File: config.mk
export PLATFORM = sky130hd
export DESIGN_NAME = instruction_loader
export DESIGN_NICKNAME = d
export VERILOG_FILES = /design/src/rtl/cpu_pkg.sv /design/src/rtl/instruction_loader.sv
export SDC_FILE = /design/constraint.sdc
export NUM_CORES = 1
export LEC_CHECK = 0
export BUFFER_PORTS_ARGS = -buffer_cell sky130_fd_sc_hd__buf_4
export CORE_MARGIN = 5
export CORE_UTILIZATION = 25
export DETAILED_ROUTE_END_ITERATION = 10
export GPL_TIMING_DRIVEN = 0
export SKIP_CTS_REPAIR_TIMING = 1
export SLEW_MARGIN = 20
export SYNTH_ARGS = -nofsm -noshare
export SYNTH_HDL_FRONTEND = slang
export SYNTH_SLANG_ARGS = --single-unit
File: constraint.sdc
create_clock -name i_clk -period 1.9 [get_ports i_clk]
set_input_delay 0.095 -clock i_clk [delete_from_list [all_inputs] [get_ports i_clk]]
set_output_delay 0.095 -clock i_clk [all_outputs]
set_load 0.02 [all_outputs]
File: src/rtl/cpu_pkg.sv
// Shared CPU definitions: instruction field layout used by both the loader
// (packing) and the fetch stage (splitting), plus the loader state encoding.
package cpu_pkg;

  localparam int OPCODE_W = 3;
  localparam int OPADDR_W = 5;
  localparam int INSTR_W  = 8;
  localparam int OPC_MSB  = 7;
  localparam int OPC_LSB  = 5;

  typedef enum logic [1:0] {
    IDLE   = 2'd0,
    LOAD   = 2'd1,
    FINISH = 2'd2
  } loader_state_t;

endpackage

File: src/rtl/instruction_loader.sv
// Packs {opcode, address} pairs from a valid/ready stream into consecutive
// instruction-memory words starting at address 0, one session per Start.
module instruction_loader
  import cpu_pkg::*;
#(
  parameter int MEM_DEPTH = 32,
  parameter int ADDR_W    = 5
) (
  input  logic                i_clk,
  input  logic                i_reset,
  input  logic                i_start,
  input  logic                i_in_valid,
  input  logic [OPCODE_W-1:0] i_in_opcode,
  input  logic [OPADDR_W-1:0] i_in_address,
  input  logic                i_in_last,
  output logic                o_in_ready,
  output logic                o_wr_en,
  output logic [ADDR_W-1:0]   o_wr_addr,
  output logic [INSTR_W-1:0]  o_wr_data,
  output logic                o_busy,
  output logic                o_done,
  output logic                o_overflow,
  output logic [ADDR_W:0]     o_count
);

  localparam logic [ADDR_W-1:0] LAST_PTR = ADDR_W'(MEM_DEPTH - 1);

  loader_state_t        r_state;
  loader_state_t        w_next_state;
  logic [ADDR_W-1:0]    r_ptr;
  logic                 r_wr_en;
  logic [ADDR_W-1:0]    r_wr_addr;
  logic [INSTR_W-1:0]   r_wr_data;
  logic                 r_done;
  logic                 r_overflow;
  logic [ADDR_W:0]      r_count;
  logic                 w_accept;
  logic                 w_full;
  logic                 w_end;
  logic [INSTR_W-1:0]   w_instr;

  assign w_accept = i_in_valid & o_in_ready;
  assign w_full   = (r_ptr == LAST_PTR);
  // A session ends on the last word or when the final memory slot is taken.
  assign w_end    = w_accept & (i_in_last | w_full);

  always_comb begin
    w_instr                  = '0;
    w_instr[OPC_MSB:OPC_LSB] = i_in_opcode;
    w_instr[OPC_LSB-1:0]     = i_in_address;
  end

  // NOTE: state is updated with non-blocking assignments so every flop
  // samples the pre-edge values of the others, independent of block order.
  always_ff @(posedge i_clk) begin
    if (i_reset) r_state <= IDLE;
    else         r_state <= w_next_state;
  end

  // NOTE: default assignment first so no path leaves the signal unassigned,
  // which would otherwise infer a latch.
  always_comb begin
    w_next_state = r_state;
    case (r_state)
      IDLE:    if (i_start) w_next_state = LOAD;
      LOAD:    if (w_end)   w_next_state = FINISH;
      FINISH:  w_next_state = IDLE;
      default: w_next_state = IDLE;
    endcase
  end

  always_comb begin
    o_in_ready = (r_state == LOAD);
    o_busy     = (r_state != IDLE);
  end

  // NOTE: the reset branch also clears the write strobe, so a word accepted
  // on the reset edge is dropped rather than written.
  always_ff @(posedge i_clk) begin
    if (i_reset) begin
      r_ptr      <= '0;
      r_wr_en    <= 1'b0;
      r_wr_addr  <= '0;
      r_wr_data  <= '0;
      r_done     <= 1'b0;
      r_overflow <= 1'b0;
      r_count    <= '0;
    end else begin
      r_wr_en <= w_accept;
      r_done  <= w_end;
      if (r_state == IDLE && i_start) begin
        r_ptr      <= '0;
        r_count    <= '0;
        r_overflow <= 1'b0;
      end
      if (w_accept) begin
        r_wr_addr <= r_ptr;
        r_wr_data <= w_instr;
        r_count   <= r_count + 1'b1;
        // The pointer parks on the last slot instead of wrapping to 0.
        if (!w_full) r_ptr <= r_ptr + 1'b1;
        if (w_full && !i_in_last) r_overflow <= 1'b1;
      end
    end
  end

  assign o_wr_en    = r_wr_en;
  assign o_wr_addr  = r_wr_addr;
  assign o_wr_data  = r_wr_data;
  assign o_done     = r_done;
  assign o_overflow = r_overflow;
  assign o_count    = r_count;

endmodule

[After elaboration in Yosys (flattened, before gate mapping)]
Cells that the tools add are included.
Storage, ports and cells
  bits in registers: 29
  logic and storage cells: 35
  input bits: 13
  output and inout port bits: 24
Cells by class
  add/subtract/negate cells: 2
  bitwise logic cells: 3
  reduce and logical (&&, ||, !) cells: 7
  equality and inequality tests: 4
  mux-type cells: 11
Operator list (count)
  $mux 5: 3
  $mux 6: 2
  $add 6x1->6 const B: 1
  $add 5x1->5 const B: 1
  $eq 5x5->1 const B: 1
  $mux 2: 2
  $pmux 2 s2: 1
  $reduce_bool 2->1: 2
  $mux 1: 3
  $and 1x1->1: 2
  $eq 2x1->1 const B: 1
  $logic_and 1x1->1: 2
  $logic_not 2->1: 1
  $ne 2x1->1 const B: 1
  $ne 2x2->1 const B: 1
  $reduce_and 2->1: 1
  $logic_not 1->1: 1
  $or 1x1->1: 1

[Logic depth before layout (Yosys ltp)]
  depth after elaboration: 5
  depth in mapped cells: 6
  mapped depth without buffers: 6

[Least setup slack after synthesis]
Ideal clock, no wire load.
  path kind: flip-flop to flip-flop
  from: reg r_ptr[0]
  to: reg r_ptr[3]
  library setup time: 0.121 ns
  buffers on the path: 0
  path slack: 0.290 ns
  arrival: 1.489 ns
  period minus slack after synthesis: 1.610 ns
  data required time: 1.779 ns
  stages on the path, launching flop included: 6
  cell sequence: dfxtp_1 -> ha_1 -> and3_1 -> ha_1 -> nor3_1 -> mux2_2
Between the ends
  longest elaborated chain between the ends: 3
  elaborated cells between the ends (all ways): 4
  those cells by class: 1 x add/sub; 1 x eq/ne; 2 x mux
Ends and longest elaborated chain
  start, declared: line instruction_loader.sv:30  | logic [ADDR_W-1:0] r_ptr;
  start signal, assigned: line instruction_loader.sv:101  | if (!w_full) r_ptr <= r_ptr + 1'b1;
  $add 5x1->5 or $eq 5x5->1 (tied branches): line instruction_loader.sv:101, instruction_loader.sv:43
  $mux 5 *: line instruction_loader.sv:101
  $mux 5 *: line instruction_loader.sv:96  | if (w_accept) begin
Every way passes the cells marked *; elsewhere a longest branch is shown, timed or not.
A chain may end at the register's enable or synchronous reset.

[Worst setup path in the final report]
Same ends and word-level chain as after synthesis.

==> flow_summary_export.csv <==
group,metric,value,unit
status,run_status,"finished clean",
critical_path,cp.arrival,1.94,ns
critical_path,r2r-end,"r_ptr[3]",
floorplan,coreArea,4720,um2
clock_network,clock-sinks,29,
floorplan,start_util,0.257,
clock_network,cts_made_buffers,5,
synthesis,synth-simple-area-share,0.269,
place,gp_congestion,0.735,
sta,relSlewSlack,0.636,
sta,timing.final.crit_share,0.932,
finish,diodes,0,
finish,fill_cells,492,
critical_path,path_class,"flip-flop to flip-flop",
hold_path,worstHoldEndpoint,"r_state[1]",
grt,grt_pass1_wl,4860,um
finish,seq_area,581,um2
floorplan,die_y,79.7,um
power,irDropWorstVdd,0.210,mV
sta,worst_slack,0.130,ns
sta,fmax,0.565,GHz
hold_path,min_from,"i_in_last",
sta,hold-worst-slack,0.0435,ns
clock_network,clockBufferDepth,2,
floorplan,dieArea,6350,um2
routing,ant_nets,0,
floorplan,die_w,79.7,um
power,p_per_area,753,nW/um2
routing,first_iter_violations,39,
critical_path,critical_path.endpoint_type,"flip-flop",
routing,wl_per_cell,12.0,um
synthesis,synth.area.top_cells,"dfxtp_1 (48%), nand2_1 (9.6%), a21oi_1 (7.0%)",
critical_path,ff2ff_path_depth,5,
synthesis,synth_warnings,0,
sta,tightest_slew,0.546,ns
floorplan,io_pins,37,
synthesis,synth_compound_area_frac,0.162,
synthesis,synth-xor-area-share,0,
synthesis,syn-num-nets,154,
finish,synthToLayoutAreaGrowth,36.0,%
hold_path,worstHoldPathCells,2,
hold_path,hold_path.class,"input port to flip-flop",
finish,drive_above_1_share,0.315,
sta,setup_viol,0,
routing,firstDrtPassIters,4,
grt,grt_pass1_vias,1019,
grt,grt_max_degree,11,
sta,hold_violations,0,
synthesis,synth_mux_area_frac,0.0186,
critical_path,crit_path_start_kind,"flip-flop",
flow_run,max-cap-violations,0,
place,dp.final_hpwl,2200,um
synthesis,avgSynthCellArea,8.86,um2
critical_path,worst-path-max-fanout,8,
critical_path,regToRegStartpoint,"r_ptr[0]",
synthesis,syn-instance-count,137,
routing,drc,0,
critical_path,regToRegSetupSlack,0.13,ns
finish,nets,197,
sta,fin_worst_skew,0.00113,ns
clock_network,cts.htree.levels,2,
critical_path,cp-startpoint,"r_ptr[0]",
synthesis,synth_top_family_by_area,"simple AND/OR/NAND/NOR gates",
power,p_leak,0.684,nW
sta,rsz0062_at_grt,"false",
clock_network,cts.reportedPaths.clkPinSlew,0.06,ns
grt,antenna_found_initial,0,
floorplan,num_rows,25,
grt,grtUsageTotal,0.101,
synthesis,synth.ff_latch_count,29,
clock_network,cts_tree,"done",
sta,fin_setup_tns,0,ns
routing,vias_per_cell,4.40,
finish,final_cell_mix,"buf_4 (36), nand2_1 (31), dfxtp_1 (29)",
power,power,1.24,mW
clock_network,clockRootBuffer,"clkbuf_8",
sta,fin_crit,1.77,ns
synthesis,synth_top_area_cell,"dfxtp_1",
routing,vias,1090,
synthesis,synth-adder-area-share,0.0412,
critical_path,required,2.07,ns
synthesis,synth.distinct_cells,35,
synthesis,ys_seq_area_frac,0.478,
routing,postRouteWirelength,2990,um
synthesis,synth_top_area_share,0.478,
grt,overflow,0,
finish,post-route-util,0.349,
synthesis,syn-cell-area,1210,um2
clock_network,clk_latency,0.28,ns
finish,final_common_cell,"buf_4",
sta,drv_slew,0,
place,io_buffers,36,
finish,multi_input_area,596,um2
place,post-place-ws,0.145,ns
==> power by group <==
| part | total, mW | internal [mW] | switching (mW) |
|---|---|---|---|
| clock | 0.483 | 0.253 | 0.230 |
| combinational | 0.128 | 0.0539 | 0.0736 |
| sequential | 0.633 | 0.621 | 0.0113 |
| total | 1.24 | 0.928 | 0.315 |
==> cells by family after synthesis <==
| group | count (synthesis) |
|---|---|
| adders and majority gates | 4 |
| DFF | 29 |
| AOI/OAI and AO/OA | 31 |
| muxes | 2 |
| buffers and inverters | 9 |
| and+or+nand+nor | 62 |
==> critical path, cell delays in order (launching register included) <==
cell and delay [ns]:
dfxtp_1 0.35, ha_1 0.23, and3_1 0.21, ha_1 0.29, nor3_1 0.24, mux2_2 0.35
==> routing by layer <==
| metal | routed length, um | GRT usage |
|---|---|---|
| met5 | 0 | 0 |
| met4 | 51 | 0.0412 |
| met3 | 160 | 0.0395 |
| met2 | 1440 | 0.167 |
| met1 | 1330 | 0.117 |
==> worst max-delay path by stage <==
stage,endpoint,cells past startpoint
6_report,r_ptr[3],5
5_1_grt,r_ptr[3],5
4_1_cts,r_ptr[3],5
3_5_place_dp,r_ptr[3],5
3_3_place_gp,r_ptr[3],5
2_1_floorplan,r_ptr[3],5
==> area by class of cell <==
| cell class | count | area share |
|---|---|---|
| Buffer | 8 | 0.0205 |
| Tap cell | 67 | 0.0508 |
| Multi-Input combinational cell | 99 | 0.361 |
| Inverter | 1 | 0.00227 |
| Clock inverter | 2 | 0.00607 |
| Timing Repair Buffer | 36 | 0.164 |
| Sequential cell | 29 | 0.352 |
| Clock buffer | 6 | 0.0440 |
==> sequential cells by signal, summed over array words and instances, names as in the netlist <==
| name | flops |
|---|---|
| r_state | 2 |
| o_wr_en | 1 |
| o_wr_data | 8 |
| o_overflow | 1 |
| o_done | 1 |
| o_count | 6 |
| r_ptr | 5 |
| o_wr_addr | 5 |
==> per-stage QoR <==
step,instance area (um2),std cells
floorplan,1210,137
global placement,1570,240
detailed placement,1570,240
CTS,1650,248
global route,1650,248
finish,1650,248
==> Yosys cell counts <==
cell	n
clkbuf_1	5
or3_1	1
nand4b_2	1
mux2_2	2
or2_2	1
o311ai_0	1
nand2_1	31
nand4b_1	1
a32oi_1	1
nand2b_1	2
a21oi_2	1
nand3_1	3
and3_1	1
o21a_1	3
nor2_1	6
a31o_2	4
ha_1	4
dfxtp_1	29
o211ai_1	1
and3b_1	1
nor2b_1	1
nor3_1	1
nor4b_1	2
o31ai_1	1
o21ai_0	1
and4b_1	1
nor4_1	2
inv_1	1
nor3b_1	3
buf_2	3
nand3b_1	2
a211oi_1	1
a21oi_1	17
or3b_2	1
or4_4	1
(Power assumes the default switching activity.)
